## config.mk

```make
export PLATFORM = sky130hd
export DESIGN_NAME = saber_gesture_detector
export DESIGN_NICKNAME = d
export VERILOG_FILES = /design/src/rtl/saber_gesture_detector_pkg.sv /design/src/rtl/saber_gesture_detector_button_debouncer.sv /design/src/rtl/saber_gesture_detector.sv
export SDC_FILE = /design/constraint.sdc
export NUM_CORES = 1
export LEC_CHECK = 0
export BUFFER_PORTS_ARGS = -buffer_cell sky130_fd_sc_hd__buf_2
export CAP_MARGIN = 20
export CORE_UTILIZATION = 55
export DETAILED_ROUTE_END_ITERATION = 7
export GPL_ROUTABILITY_DRIVEN = 0
export PLACE_DENSITY = 0.76
export SETUP_SLACK_MARGIN = 0.3
export SYNTH_ARGS = -nofsm -noshare
export SYNTH_HDL_FRONTEND = slang
export SYNTH_HIERARCHICAL = 1
export SYNTH_SLANG_ARGS = --single-unit
export TNS_END_PERCENT = 5
```

## constraint.sdc

```tcl
create_clock -name clk_pixel_in -period 2.8 [get_ports clk_pixel_in]
set_input_delay 0.42 -clock clk_pixel_in [delete_from_list [all_inputs] [get_ports clk_pixel_in]]
set_output_delay 0.42 -clock clk_pixel_in [all_outputs]
set_load 0.05 [all_outputs]
```

## src/rtl/saber_gesture_detector_pkg.sv

```systemverilog
// Shared types and default thresholds for the saber gesture detector.
// Imported by the detector top and its button debouncer.
package saber_gesture_detector_pkg;

  localparam int unsigned AREA_W  = 16;
  localparam int unsigned DELTA_W = AREA_W + 1;

  localparam int unsigned DEF_DEBOUNCE_CYCLES   = 1000000;
  localparam int unsigned DEF_LUNGE_AREA_DELTA  = 16;
  localparam int unsigned DEF_LUNGE_FRAMES      = 3;
  localparam int unsigned DEF_MAX_THRUST_FRAMES = 30;
  localparam int unsigned DEF_MIN_AREA          = 8;

  typedef enum logic [1:0] {
    IDLE      = 2'd0,
    BLOCKING  = 2'd1,
    THRUSTING = 2'd2
  } gesture_state_t;

  typedef struct packed {
    logic block;
    logic lunge;
    logic rel;
  } gesture_report_t;

  function automatic logic signed [DELTA_W-1:0] area_delta(
    input logic [AREA_W-1:0] cur,
    input logic [AREA_W-1:0] prev
  );
    return $signed({1'b0, cur}) - $signed({1'b0, prev});
  endfunction

endpackage

```

## src/rtl/saber_gesture_detector_button_debouncer.sv

```systemverilog
// Two-flop synchroniser followed by a stable-count debouncer.
// The level flips after DEBOUNCE_CYCLES consecutive cycles at the new value.
module button_debouncer
  import saber_gesture_detector_pkg::*;
#(
  parameter int unsigned DEBOUNCE_CYCLES = DEF_DEBOUNCE_CYCLES
) (
  input  logic clk_i,
  input  logic rst_ni,
  input  logic btn_i,
  output logic level_o
);

  localparam int unsigned CW = $clog2(DEBOUNCE_CYCLES + 1);
  localparam logic [CW-1:0] LAST = CW'(DEBOUNCE_CYCLES - 1);

  logic [1:0]    sync_q;
  logic          level_q, level_d;
  logic [CW-1:0] cnt_q, cnt_d;

  always_comb begin
    level_d = level_q;
    cnt_d   = cnt_q;
    if (sync_q[1] == level_q) begin
      cnt_d = '0;
    end else if (cnt_q == LAST) begin
      level_d = sync_q[1];
      cnt_d   = '0;
    end else begin
      cnt_d = cnt_q + CW'(1);
    end
  end

  always_ff @(posedge clk_i or negedge rst_ni) begin
    if (!rst_ni) begin
      sync_q  <= '0;
      level_q <= 1'b0;
      cnt_q   <= '0;
    end else begin
      sync_q  <= {sync_q[0], btn_i};
      level_q <= level_d;
      cnt_q   <= cnt_d;
    end
  end

  assign level_o = level_q;

endmodule

```

## src/rtl/saber_gesture_detector.sv

```systemverilog
// Turns IR blob samples and the block button into block/lunge/release
// reports, two cycles after each accepted sample.
module saber_gesture_detector
  import saber_gesture_detector_pkg::*;
#(
  parameter int unsigned DEBOUNCE_CYCLES   = DEF_DEBOUNCE_CYCLES,
  parameter int unsigned LUNGE_AREA_DELTA  = DEF_LUNGE_AREA_DELTA,
  parameter int unsigned LUNGE_FRAMES      = DEF_LUNGE_FRAMES,
  parameter int unsigned MAX_THRUST_FRAMES = DEF_MAX_THRUST_FRAMES,
  parameter int unsigned MIN_AREA          = DEF_MIN_AREA
) (
  input  logic              clk_pixel_in,
  input  logic              rst_n_in,
  input  logic              block_btn_in,
  input  logic              sample_valid_in,
  input  logic [10:0]       saber_x_in,
  input  logic [9:0]        saber_y_in,
  input  logic [AREA_W-1:0] blob_area_in,
  output logic              block_out,
  output logic              lunge_out,
  output logic              release_out,
  output logic              ir_out_valid
);

  localparam int unsigned SW = $clog2(LUNGE_FRAMES + 1);
  localparam int unsigned TW = $clog2(MAX_THRUST_FRAMES + 1);

  localparam logic [SW-1:0] STREAK_MAX = SW'(LUNGE_FRAMES);
  localparam logic [TW-1:0] THRUST_END = TW'(MAX_THRUST_FRAMES - 1);
  localparam logic [AREA_W-1:0] AREA_MIN = AREA_W'(MIN_AREA);
  localparam logic signed [DELTA_W-1:0] GROW_TH =
    DELTA_W'(LUNGE_AREA_DELTA);

  logic btn_db;

  button_debouncer #(
    .DEBOUNCE_CYCLES(DEBOUNCE_CYCLES)
  ) u_debouncer (
    .clk_i  (clk_pixel_in),
    .rst_ni (rst_n_in),
    .btn_i  (block_btn_in),
    .level_o(btn_db)
  );

  // Stage 1: area delta against the previous sample
  logic [AREA_W-1:0]         prev_area_q;
  logic                      prev_valid_q;
  logic                      s1_valid_q;
  logic                      s1_lost_q;
  logic signed [DELTA_W-1:0] s1_delta_q;

  logic                      s1_lost_d;
  logic signed [DELTA_W-1:0] s1_delta_d;

  always_comb begin
    s1_lost_d  = blob_area_in < AREA_MIN;
    s1_delta_d = '0;
    if (prev_valid_q && !s1_lost_d) begin
      s1_delta_d = area_delta(blob_area_in, prev_area_q);
    end
  end

  always_ff @(posedge clk_pixel_in or negedge rst_n_in) begin
    if (!rst_n_in) begin
      prev_area_q  <= '0;
      prev_valid_q <= 1'b0;
      s1_valid_q   <= 1'b0;
      s1_lost_q    <= 1'b0;
      s1_delta_q   <= '0;
    end else begin
      s1_valid_q <= sample_valid_in;
      if (sample_valid_in) begin
        prev_area_q  <= blob_area_in;
        prev_valid_q <= !s1_lost_d;
        s1_lost_q    <= s1_lost_d;
        s1_delta_q   <= s1_delta_d;
      end
    end
  end

  // Stage 2: gesture FSM and report registers
  gesture_state_t  state_q, state_d;
  logic [SW-1:0]   streak_q, streak_d;
  logic [TW-1:0]   tcnt_q, tcnt_d;
  gesture_report_t rpt_q, rpt_d;
  logic            vld_q, vld_d;

  logic          growth;
  logic          retract;
  logic [SW-1:0] streak_inc;

  assign growth  = s1_delta_q >= GROW_TH;
  assign retract = s1_delta_q < 0;

  always_comb begin
    streak_inc = streak_q;
    if (streak_q != STREAK_MAX) begin
      streak_inc = streak_q + SW'(1);
    end
  end

  always_comb begin
    state_d  = state_q;
    streak_d = streak_q;
    tcnt_d   = tcnt_q;
    rpt_d    = rpt_q;
    vld_d    = 1'b0;
    if (s1_valid_q) begin
      vld_d    = 1'b1;
      rpt_d    = '0;
      streak_d = growth ? streak_inc : '0;
      unique case (state_q)
        IDLE: begin
          if (btn_db) begin
            state_d     = BLOCKING;
            rpt_d.block = 1'b1;
            streak_d    = '0;
          end else if (streak_d == STREAK_MAX) begin
            state_d     = THRUSTING;
            rpt_d.lunge = 1'b1;
            tcnt_d      = '0;
            streak_d    = '0;
          end
        end
        BLOCKING: begin
          if (btn_db) begin
            rpt_d.block = 1'b1;
          end else begin
            state_d   = IDLE;
            rpt_d.rel = 1'b1;
          end
        end
        THRUSTING: begin
          if (retract || s1_lost_q || tcnt_q == THRUST_END) begin
            state_d   = IDLE;
            rpt_d.rel = 1'b1;
          end else begin
            tcnt_d = tcnt_q + TW'(1);
          end
        end
        default: begin
          state_d = IDLE;
        end
      endcase
    end
  end

  always_ff @(posedge clk_pixel_in or negedge rst_n_in) begin
    if (!rst_n_in) begin
      state_q  <= IDLE;
      streak_q <= '0;
      tcnt_q   <= '0;
      rpt_q    <= '0;
      vld_q    <= 1'b0;
    end else begin
      state_q  <= state_d;
      streak_q <= streak_d;
      tcnt_q   <= tcnt_d;
      rpt_q    <= rpt_d;
      vld_q    <= vld_d;
    end
  end

  assign block_out    = rpt_q.block;
  assign lunge_out    = rpt_q.lunge;
  assign release_out  = rpt_q.rel;
  assign ir_out_valid = vld_q;

endmodule

```

======== Yosys cells after proc, flatten, opt, wreduce, memory -nomap -nowiden ========
Cells that the tools add are included.
word-level totals
  register bits after elaboration ......... 72
  input bits .............................. 41
  output and inout bits ................... 4
  word-level logic and storage cells ...... 72
cells by class
  add/sub/neg operators ................... 4
  $lt $le $gt $ge ......................... 3
  eq/ne operators ......................... 13
  mux-type cells .......................... 26
  bitwise logic cells ..................... 1
  reduce and logical (&&, ||, !) cells .... 10
operators with widths
  kind                                                                                   number
  20-bit two-way mux                                                                     2
  20-bit by 1-bit adder with 20-bit output (second input constant)                       1
  20-bit == test (second input constant)                                                 1
  2-bit two-way mux                                                                      9
  17-bit by 6-bit greater-or-equal comparator with 1-bit output (second input constant)  1
  17-bit by 1-bit less-than comparator with 1-bit output (second input constant)         1
  17-bit two-way mux                                                                     1
  16-bit by 16-bit subtractor with 17-bit output                                         1
  16-bit by 4-bit less-than comparator with 1-bit output (second input constant)         1
  5-bit two-way mux                                                                      3
  2-bit != test (second input constant)                                                  6
  5-bit one-hot mux with 2 select lines                                                  1
  1-bit two-way mux                                                                      8
  2-bit one-hot mux with 3 select lines                                                  1
  5-bit by 1-bit adder with 5-bit output (second input constant)                         1
  5-bit == test (second input constant)                                                  1
  5-bit AND reduction                                                                    1
  2-bit == test (second input constant)                                                  2
  4-bit AND reduction                                                                    1
  3-bit by 2-bit != test with 1-bit output (second input constant)                       1
  2-bit by 1-bit adder with 2-bit output (second input constant)                         1
  2-bit by 1-bit == test with 1-bit output (second input constant)                       1
  2-bit logical NOT                                                                      1
  1-bit logical OR                                                                       2
  other kinds (8)                                                                        8

======== Depth between registers and ports, before layout ========
Gate-level depths: netlist of run 1.
  depth after elaboration ................. 7
  depth in mapped cells ................... 9
  depth with buffers taken out ............ 9

======== By module ========
The synthesis of run 1 kept the hierarchy.
by module, submodules not included
  module                  instances  cells each  area each (um^2)  sequential area each (um^2)
  saber_gesture_detector  1          291         2,743.9           1,126.1
  button_debouncer        1          108         1,114.8           575.6

======== Worst setup path after synthesis of run 1 ========
No wires, ideal clock.
  path kind ............................... input-to-reg
  from .................................... input port blob_area_in[0]
  to ...................................... register s1_delta_q[16]
  data arrival time ....................... 2.075 ns
  path slack .............................. 0.621 ns
  stages .................................. 9
  path through ............................ inv_1 ha_1 inv_1 fa_1 a211oi_2 o211ai_1 a2111oi_2 nor3b_1 o41ai_2
on the way
  cells in the longest elaborated chain, start to end .. 4
  elaborated cells between the ends (all ways) .. 5
  those cells by class .................... 1 x add/sub; 1 x order compare; 1 x mux; 2 x reduce/logical
RTL lines
  element                                                 RTL line                      text
  start: declaration                                      saber_gesture_detector.sv:18  input logic [AREA_W-1:0] blob_area_in,
  16-bit by 4-bit less-than comparator with 1-bit output  saber_gesture_detector.sv:56  s1_lost_d = blob_area_in < AREA_MIN;
  1-bit logical NOT                                       saber_gesture_detector.sv:58  if (prev_valid_q && !s1_lost_d) begin
  1-bit logical AND                                       saber_gesture_detector.sv:58
  17-bit two-way mux *                                    saber_gesture_detector.sv:58
  end signal: assignment                                  saber_gesture_detector.sv:76  s1_delta_q <= s1_delta_d;
  end: declaration                                        saber_gesture_detector.sv:50  logic signed [DELTA_W-1:0] s1_delta_q;
Mark *: on every way between the ends. The rest lies on a longest branch, timed or not.
A chain may end at the register's enable or synchronous reset.

======== Final worst setup path of run 1 ========
  from .................................... register prev_area_q[0]
  to ...................................... register s1_delta_q[16]
on the way
  cells in the longest elaborated chain, start to end .. 2
RTL lines
  element                                         RTL line                          text
  start: declaration                              saber_gesture_detector.sv:46      logic [AREA_W-1:0] prev_area_q;
  start signal: assignment                        saber_gesture_detector.sv:73      prev_area_q <= blob_area_in;
  16-bit by 16-bit subtractor with 17-bit output  saber_gesture_detector_pkg.sv:30  return $signed({1'b0, cur}) - $signed({1'b0, prev});
  17-bit two-way mux                              saber_gesture_detector.sv:58
No other way between the ends.

==> flow_results.org, run 1 <==
** Synth
- Complex-gate fraction of the synthesized area :: 0.185
- Counting flops with a built-in enable in the synthesized netlist gives 0.
- Proportion of synthesized chip area in sequential cells :: 0.441
- The portion of synthesized area spent on multiplexers is 0.0136.
- The average instance in the mapped netlist occupies 9.67 sq um.
- Adder-cell share of the synthesized area :: 0.0765
- Of the total synthesized cell area, the portion taken by AND, OR, NAND and NOR gates is 0.185.
- Of all flip-flops after synthesis, the portion carrying an async set or reset was 1.00.
- The cell count after synthesis came out at 399.
- In this run, distinct cell masters in the synthesized netlist total 66.
- Largest family of logic cells by synthesized area :: compound AO/OA/AOI/OAI gates
- Most instantiated flip-flop cell in the synthesis netlist :: dfrtp_1
- The cell area that synthesis handed to floorplanning was 0.00386 sq mm.
- Synthesized flop and latch total :: 68
- For this run, the number of Yosys warnings is 6.
- Post-synth net total :: 463
- Of the total synthesized cell area, the portion taken by XOR and XNOR cells is 0.0522.

** Routing
- Detailed Routing Iterations Pass 1 :: 4
- Total vias in the final route :: 2962
- The detail route stage leaves a number of antenna-violating nets equal to 0.
- Initial detailed-routing violation count :: 145
- Total routed wirelength :: 7.28 mm
- Final routed DRC violation total :: 0
- Average wire per cell in the routed design :: 13.8 microns
- Routed vias/inst :: 5.63

** Flow run
- Max-cap violations in this run came to 0.

** STA
- The worst pin sits at a relative slew slack of 0.436.
- Setup violations remaining at the end of the flow were counted as 0.
- In the finished design, the share of the clock period the worst path needs comes to 0.802.
- The number of failing hold endpoints at the final stage is 0.
- Setup repair after global routing left no endpoint under its margin.
- Achievable frequency :: 445 MHz
- Slew at the pin with the worst max-slew slack :: 0.845 ns
- Hold Worst Slack :: 0.184 ns
- For the final database, setup skew stands at 0.0106 ns.
- Setup slack on the critical path of the routed design comes to 0.554 ns.
- Number of pins exceeding their max-slew limit in the final report :: 0
- Final TNS setup :: 0 ns
- The worst path needs 2.25 ns of the cycle, external delays included.

** Die
- Row count :: 30
- Area of the core region :: 0.00679 sq mm
- The floorplan step defined a die boundary enclosing 0.00735 sq mm.
- In this run the vertical extent of the chip is 85.8 microns.
- The floorplan step set the die width to 85.8 microns.
- Effective utilization at floorplan :: 0.568
- Boundary pin count :: 45

** Hold path
- The path class of the tightest hold or removal check is in -> reg.
- For hold timing, the worst endpoint is u_debouncer/sync_q[0].
- Hold path cells :: 1
- In this run the most critical hold path is launched from block_btn_in.

** Setup path
- In this run the number of cells on the critical path is 8.
- Classification of the worst setup path :: reg -> reg
- Kind of cell with the highest combined delay on the critical path :: compound AO/OA/AOI/OAI gates
- The worst register-to-register path begins at prev_area_q[0].
- The signal on the critical path passes through ha_1, inv_1, fa_1, a211oi_2, o211ai_1, a2111oi_2, nor3b_1, o41ai_2.
- Setup slack of the most critical reg-to-reg path :: 0.55 ns
- Delay of the slowest cell on the worst path :: 0.49 ns
- For the worst setup path, the data required time is 3.05 ns.
- Worst-path fanout max :: 3
- Nature of the critical path endpoint :: flip-flop
- Standard cell with the maximum stage delay on the critical path :: a2111oi_2
- Depth of the worst register-to-register path :: 8
- Startpoint types :: flip-flop
- Data arrival time at the worst-slack endpoint :: 2.50 ns
- Buffer and inverter count on the worst path :: 1
- In this run the critical register-to-register path is captured at s1_delta_q[16].

** Clock tree
- TritonCTS created 9 clock buffers.
- CTS clk-pin slew, worst paths :: 0.08 ns
- Number of gates resized after cts :: 0
- Clock root buffer :: clkbuf_8
- Clock latency on the worst-skew pair, taken at its later pin, is 0.35 ns.
- Clock tree from TritonCTS :: yes
- The clock drives 68 sinks.
- Maximum level of the CTS H-tree :: 3
- Buffers inserted during post-CTS setup optimization :: 0
- CTS max path bufs :: 2
- The number of hold buffers added after CTS was 0.

** Placement
- Post-placement worst setup slack :: 0.311 ns
- During placement, the flow inserted port buffers numbering 23.
- After legalization and detailed placement, the total HPWL measured 5.17 mm.
- Instance area after placement :: 0.00406 sq mm

** Pwr
- Power spread over the standard cell area amounts to 603 mW/mm^2.
- Static power due to leakage :: 1.89 nW
- Register share of total power :: 0.457
- Net Switching :: 782 uW
- Of the total power, the clock network draws 0.318.
- Peak supply drop :: 413 uV
- The share of total power dissipated in combinational logic is 0.225.
- Of the total power, the share spent switching nets is 0.304.
- Internal :: 1.79 mW

** GRT
- Global routing's busiest layer :: met2
- Met1 capacity usage during global routing :: 0.294
- The first global-routing pass estimated 12.9 mm of wire.
- The number of antenna violations at the first check in global routing is 0.
- Met2 layer usage reported by global route :: 0.368
- Aggregate global-route resource usage :: 0.224
- For this run the aggregate overflow at the end of global routing stands at 0.
- M3 GR Usage :: 0.0529
- The number of global-route vias before repair came to 2838.
- Entering global routing, the biggest net connects 69 pins.

** Final layout
- Area added between synthesis and finish :: 10.5%
- Of the cells placed in the final design, the portion with a size suffix greater than 1 is 0.130.
- Leading cell types in the layout, fill and taps excluded :: 68 x dfrtp_1, 36 x inv_1, 32 x nand2_1, 30 x nor2_1, 28 x o21ai_0
- Most frequent standard cell in the layout excluding fill and tap cells :: dfrtp_1
- Count of fill cells added during filler insertion :: 576
- Number of nets in the layout :: 489
- Once layout is done, the placed cells without fillers occupy 0.00426 sq mm.
- Diodes inserted :: 0

** Run status
- The flow ran to the end, and the final reports show no timing, DRC or antenna violations.
[cell families after synthesis]
group	after synthesis
AND/OR/NAND/NOR	132
adder cells (fa/ha/maj)	23
XOR/XNOR	23
flip-flops	68
buffers and inverters	46
multiplexers	5
AO/OA/AOI/OAI	102
[sequential cells by signal (all words and copies together) (netlist names)]
name,flops
u_debouncer/sync_q,2
prev_area_q,16
state_q,2
release_out,1
u_debouncer/cnt_q,20
tcnt_q,5
prev_valid_q,1
streak_q,2
ir_out_valid,1
s1_lost_q,1
u_debouncer/level_o,1
lunge_out,1
s1_valid_q,1
block_out,1
s1_delta_q,13
[layout make-up]
type	count	area, sq um	share of cell area
Sequential cell	68	1700	0.399
Clock inverter	5	50.0	0.0117
Inverter	36	135	0.0317
Tap cell	96	120	0.0282
Timing Repair Buffer	25	130	0.0305
Clock buffer	11	151	0.0355
Multi-Input combinational cell	285	1970	0.463
[through the flow]
stage	std cells	utilization	total power [mW]
2_1_floorplan	399	-	1.61
3_3_place_gp	510	0.598	1.74
3_5_place_dp	510	0.598	1.77
4_1_cts	526	0.627	2.59
5_1_grt	526	0.627	2.72
6_report	526	0.627	2.57
[worst max-delay path by stage]
stage	slack [ns]	end	start
6_report	0.55	s1_delta_q[16]	prev_area_q[0]
5_1_grt	0.38	s1_delta_q[16]	prev_area_q[0]
4_1_cts	0.54	s1_delta_q[16]	prev_area_q[0]
3_5_place_dp	0.31	s1_delta_q[16]	blob_area_in[0]
3_3_place_gp	0.34	s1_delta_q[16]	blob_area_in[0]
2_1_floorplan	0.62	s1_delta_q[16]	blob_area_in[0]
[power by group through the flow]
stage	clock network [mW]	registers (mW)	logic (mW)
floorplan	0	1.19	0.421
global placement	0	1.19	0.555
detailed placement	0	1.19	0.577
CTS	0.839	1.18	0.580
global route	0.878	1.19	0.655
finish	0.817	1.18	0.578
[Yosys cell counts (2+ instances only)]
library cell | n | share of area
dfrtp_1 | 68 | 0.44
inv_1 | 36 | 0.035
nand2_1 | 32 | 0.031
nor2_1 | 30 | 0.029
o21ai_0 | 28 | 0.036
ha_1 | 22 | 0.071
a21oi_1 | 18 | 0.023
xnor2_1 | 17 | 0.039
nand3_1 | 13 | 0.017
nor4_1 | 11 | 0.018
clkbuf_1 | 7 | 0.0068
nor3_1 | 7 | 0.0091
o21a_1 | 7 | 0.014
a22o_1 | 6 | 0.014
nand4_1 | 6 | 0.0097
o211ai_1 | 6 | 0.012
xor2_1 | 6 | 0.014
or4_1 | 5 | 0.0097
a21o_1 | 4 | 0.0078
a211oi_1 | 3 | 0.0058
and2_1 | 3 | 0.0049
and3_1 | 3 | 0.0049
and4_1 | 3 | 0.0068
mux2i_1 | 3 | 0.0078
o2111ai_1 | 3 | 0.0068
a2111oi_2 | 2 | 0.0078
a21boi_0 | 2 | 0.0039
a32o_1 | 2 | 0.0052
buf_2 | 2 | 0.0026
mux2_2 | 2 | 0.0058
nand4b_1 | 2 | 0.0045
nor4b_1 | 2 | 0.0045
o21bai_1 | 2 | 0.0039
o2bb2ai_1 | 2 | 0.0045
o32ai_1 | 2 | 0.0045
or3_1 | 2 | 0.0032
[per-layer routing]
| metal | up-vias | routed length, microns | share of wire |
|---|---|---|---|
| li1 | 1493 | - | - |
| met1 | 1423 | 3460 | 0.48 |
| met2 | 37 | 3500 | 0.48 |
| met3 | 9 | 215 | 0.030 |
| met4 | 0 | 96 | 0.013 |
| met5 | - | 0 | 0 |
(Power assumes the default switching activity.)
==> run 2: changes to the inputs <==
==> constraint.sdc (replaced) <==
create_clock -name clk_pixel_in -period 2.2 [get_ports clk_pixel_in]
set_input_delay 0.33 -clock clk_pixel_in [delete_from_list [all_inputs] [get_ports clk_pixel_in]]
set_output_delay 0.33 -clock clk_pixel_in [all_outputs]
set_load 0.05 [all_outputs]
==> flow_results.org, run 2 (synthesis gave the netlist of run 1 again) <==
** Setup path
- The endpoint kind of the worst setup timing path is a flip-flop (unchanged).
- The maximum single-stage delay on the critical path came to 0.40 ns (was 0.49 ns).
- The nature of the critical path startpoint is a flip-flop (unchanged).
- Classification of the worst setup path :: reg -> reg (unchanged)
- The slowest stage cell on the critical path was a2111oi_4 (was a2111oi_2).
- The signal arrival time at the worst endpoint came to 2.39 ns (was 2.50 ns).
- The maximum fanout count along the critical path is 3 (unchanged).
- Crit-path cells :: ha_1, inv_1, fa_2, a211oi_2, o211ai_1, a2111oi_4, nor3b_1, o41ai_2 (was ha_1, inv_1, fa_1, a211oi_2, o211ai_1, a2111oi_2, nor3b_1, o41ai_2)
- The data required time at the worst endpoint is 2.45 ns (was 3.05 ns).

** Die
- The initial core utilization is 0.568 (unchanged).
- Die Y :: 85.8 microns (unchanged)
- The placement row count is 30 (unchanged).
- Boundary pin count :: 45 (unchanged)
- The overall die width is 85.8 microns (unchanged).
- Area of the core region :: 0.00679 sq mm (unchanged)
- The full die area was 0.00735 sq mm (unchanged).

** STA
- The accumulated negative setup slack was 0 ns (unchanged).
- The final worst-path cycle share came to 0.976 (was 0.802).
- The relative max-transition margin came to 0.534 (was 0.436).
- The maximum clock frequency was 466 MHz (was 445 MHz).
- The setup-violating endpoint count in the final report was 0 (unchanged).
- Clock period minus worst slack :: 2.15 ns (was 2.25 ns)
- Total count of hold-check failures in the final report :: 24 (was 0)
- Number of pins exceeding their max-slew limit in the final report :: 0 (unchanged)
- Slew at the pin with the worst max-slew slack :: 0.697 ns (was 0.845 ns)
- The final hold slack is -0.0117 ns (was 0.184 ns).
- RSZ-0062 raised after global routing :: true (was false)
- Worst setup skew after layout :: 0.00914 ns (was 0.0106 ns)

** Routing
- The total via count after detailed routing is 3027 (was 2962).
- Total routed wirelength :: 7.68 mm (was 7.28 mm)
- Average wire per cell in the routed design :: 14.3 microns (was 13.8 microns)
- ANT nets after route :: 0 (unchanged)
- Initial detailed-routing violation count :: 145 (unchanged)
- The number of vias per cell after detailed routing is 5.65 (was 5.63).
- Total met3 wirelength after detailed routing :: 203 microns (was 215 microns)
- Final routed DRC violation total :: 0 (unchanged)
- Detailed Routing Iterations Pass 1 :: 4 (unchanged)
- The wire length on met2 is 3.61 mm (was 3.50 mm).
- Wire length on met1 :: 3.65 mm (was 3.46 mm)
- The uppermost layer routed was met4 (unchanged).

** GRT
- The final global-route overflow total is 0 (unchanged).
- Antenna violations before repair :: 0 (unchanged)
- Pin count of the biggest net entering global routing :: 45 (was 69)
- The number of global-route vias before repair is 3012 (was 2838).
- The wire length of the first global-routing pass was 13.4 mm (was 12.9 mm).
- Aggregate global-route resource usage :: 0.232 (was 0.224)

** Clock tree
- Sinks on the clock net :: 68 (unchanged)
- Buffers inserted during post-CTS setup optimization :: 0 (unchanged)
- The library cell used as clock root buffer is clkbuf_8 (unchanged).
- The worst-case clock buffer depth is 2 (unchanged).
- CTS clk-pin slew, worst paths :: 0.07 ns (was 0.08 ns)
- Clock tree from TritonCTS :: yes (unchanged)
- The deepest level of the CTS H-tree is 3 (unchanged).
- The CTS buffer count is 9 (unchanged).
- The clock insertion delay at the later pin of the skew report is 0.34 ns (was 0.35 ns).

** Final layout
- The count of filler cells inserted in the layout was 523 (was 576).
- The most flop-heavy register is u_debouncer/cnt_q (unchanged).
- The most common cell after layout, fill and taps aside is dfrtp_1 (unchanged).
- Max reg flops :: 20 (unchanged)
- The total number of nets in the final design was 499 (was 489).
- The area overhead of the layout relative to synthesis was 15.1% (was 10.5%).
- Leading cell types in the layout, fill and taps excluded :: 65 x dfrtp_1, 35 x inv_1, 32 x nand2_1, 29 x nor2_1, 28 x o21ai_0 (was 68 x dfrtp_1, 36 x inv_1, 32 x nand2_1, 30 x nor2_1, 28 x o21ai_0)
- The total inserted antenna cells is 0 (unchanged).
- Fraction of final layout cells sized beyond drive strength 1 :: 0.184 (was 0.130)
- Largest registers: u_debouncer/cnt_q (20), prev_area_q (16), s1_delta_q (13) (unchanged).
- The post-route standard cell area excluding fillers is 0.00444 sq mm (was 0.00426 sq mm).
- The utilization of the core after routing is 0.654 (was 0.627).

** Placement
- Port Buffers :: 23 (unchanged)
- The area of placed instances was 0.00415 sq mm (was 0.00406 sq mm).
- HPWL after DPL :: 5.35 mm (was 5.17 mm)

** Pwr
- The maximum resistive drop on vdd came to 432 uV (was 413 uV).
- The leakage power of the design is 1.96 nW (was 1.89 nW).
- The power density of the placed cells was 753 mW/mm^2 (was 603 mW/mm^2).

** Flow run
- Max-cap check violation count :: 0 (unchanged)

** Hold path
- The class of the most critical hold timing path is in -> async (was in -> reg).

** Run status
- Result of the run :: finished with violations (was finished clean)
- Violated checks :: hold timing
## run 2: final timing paths
path                                          to  slack [ns]                   from  cells past startpoint
max reg2reg                       s1_delta_q[16]        0.05         prev_area_q[0]                      8
max in group asynchronous  u_debouncer/cnt_q[14]        1.59               rst_n_in                      2
min in group clk_pixel_in  u_debouncer/sync_q[0]        0.10           block_btn_in                      1
min                         u_debouncer/cnt_q[0]       -0.01               rst_n_in                      1
max                               s1_delta_q[16]        0.05         prev_area_q[0]                      8
min reg2reg                u_debouncer/sync_q[1]        0.36  u_debouncer/sync_q[0]                      0
## run 2: worst max-delay path: cells and delay by family (launching register included)
kind	cells	cell delay [ns]
AO/OA/AOI/OAI	4	1.02
adder cells (fa/ha/maj)	2	0.51
buffers and inverters	1	0.06
AND/OR/NAND/NOR	1	0.11
flip-flops	1	0.35
## run 2: per-stage QoR
stage / total power [mW] / worst slack [ns] / instances
after detailed placement: 2.28 / -0.151 / 520
after global routing: 3.54 / -0.107 / 536
final: 3.35 / 0.0532 / 536
after CTS: 3.35 / 0.0287 / 536
after floorplan: 2.05 / 0.175 / 399
after global placement: 2.25 / -0.103 / 520
## run 2: metal layers
metal / vias to the layer above / global-route usage
met5: - / 0
met4: 0 / 0.121
met3: 20 / 0.0385
met2: 59 / 0.380
met1: 1435 / 0.297
li1: 1513 / -
## run 2: what timing repair did
| action | CTS | global route |
|---|---|---|
| hold endpoints to repair | 0 | 0 |
| hold buffers | 0 | 0 |
| pin swaps | 11 | 8 |
| endpoints found under the setup margin | 10 | 18 |
| resized for setup | 4 | 16 |
## run 2: report_power, final
| group | internal [mW] | leakage (nW) | total, mW | switching (mW) |
|---|---|---|---|---|
| Sequential | 1.39 | 0.870 | 1.49 | 0.104 |
| Combinational | 0.356 | 0.991 | 0.801 | 0.446 |
| Clock | 0.582 | 0.102 | 1.05 | 0.471 |
| Total | 2.33 | 1.96 | 3.35 | 1.02 |
## run 2: final cells by class
cell class,count,area (sq um),area share
Multi-Input combinational cell,285,2060,0.464
Sequential cell,68,1710,0.384
Timing Repair Buffer,35,218,0.0490
Clock buffer,12,155,0.0349
Inverter,36,135,0.0304
Tap cell,96,120,0.0270
Clock inverter,4,47.5,0.0107
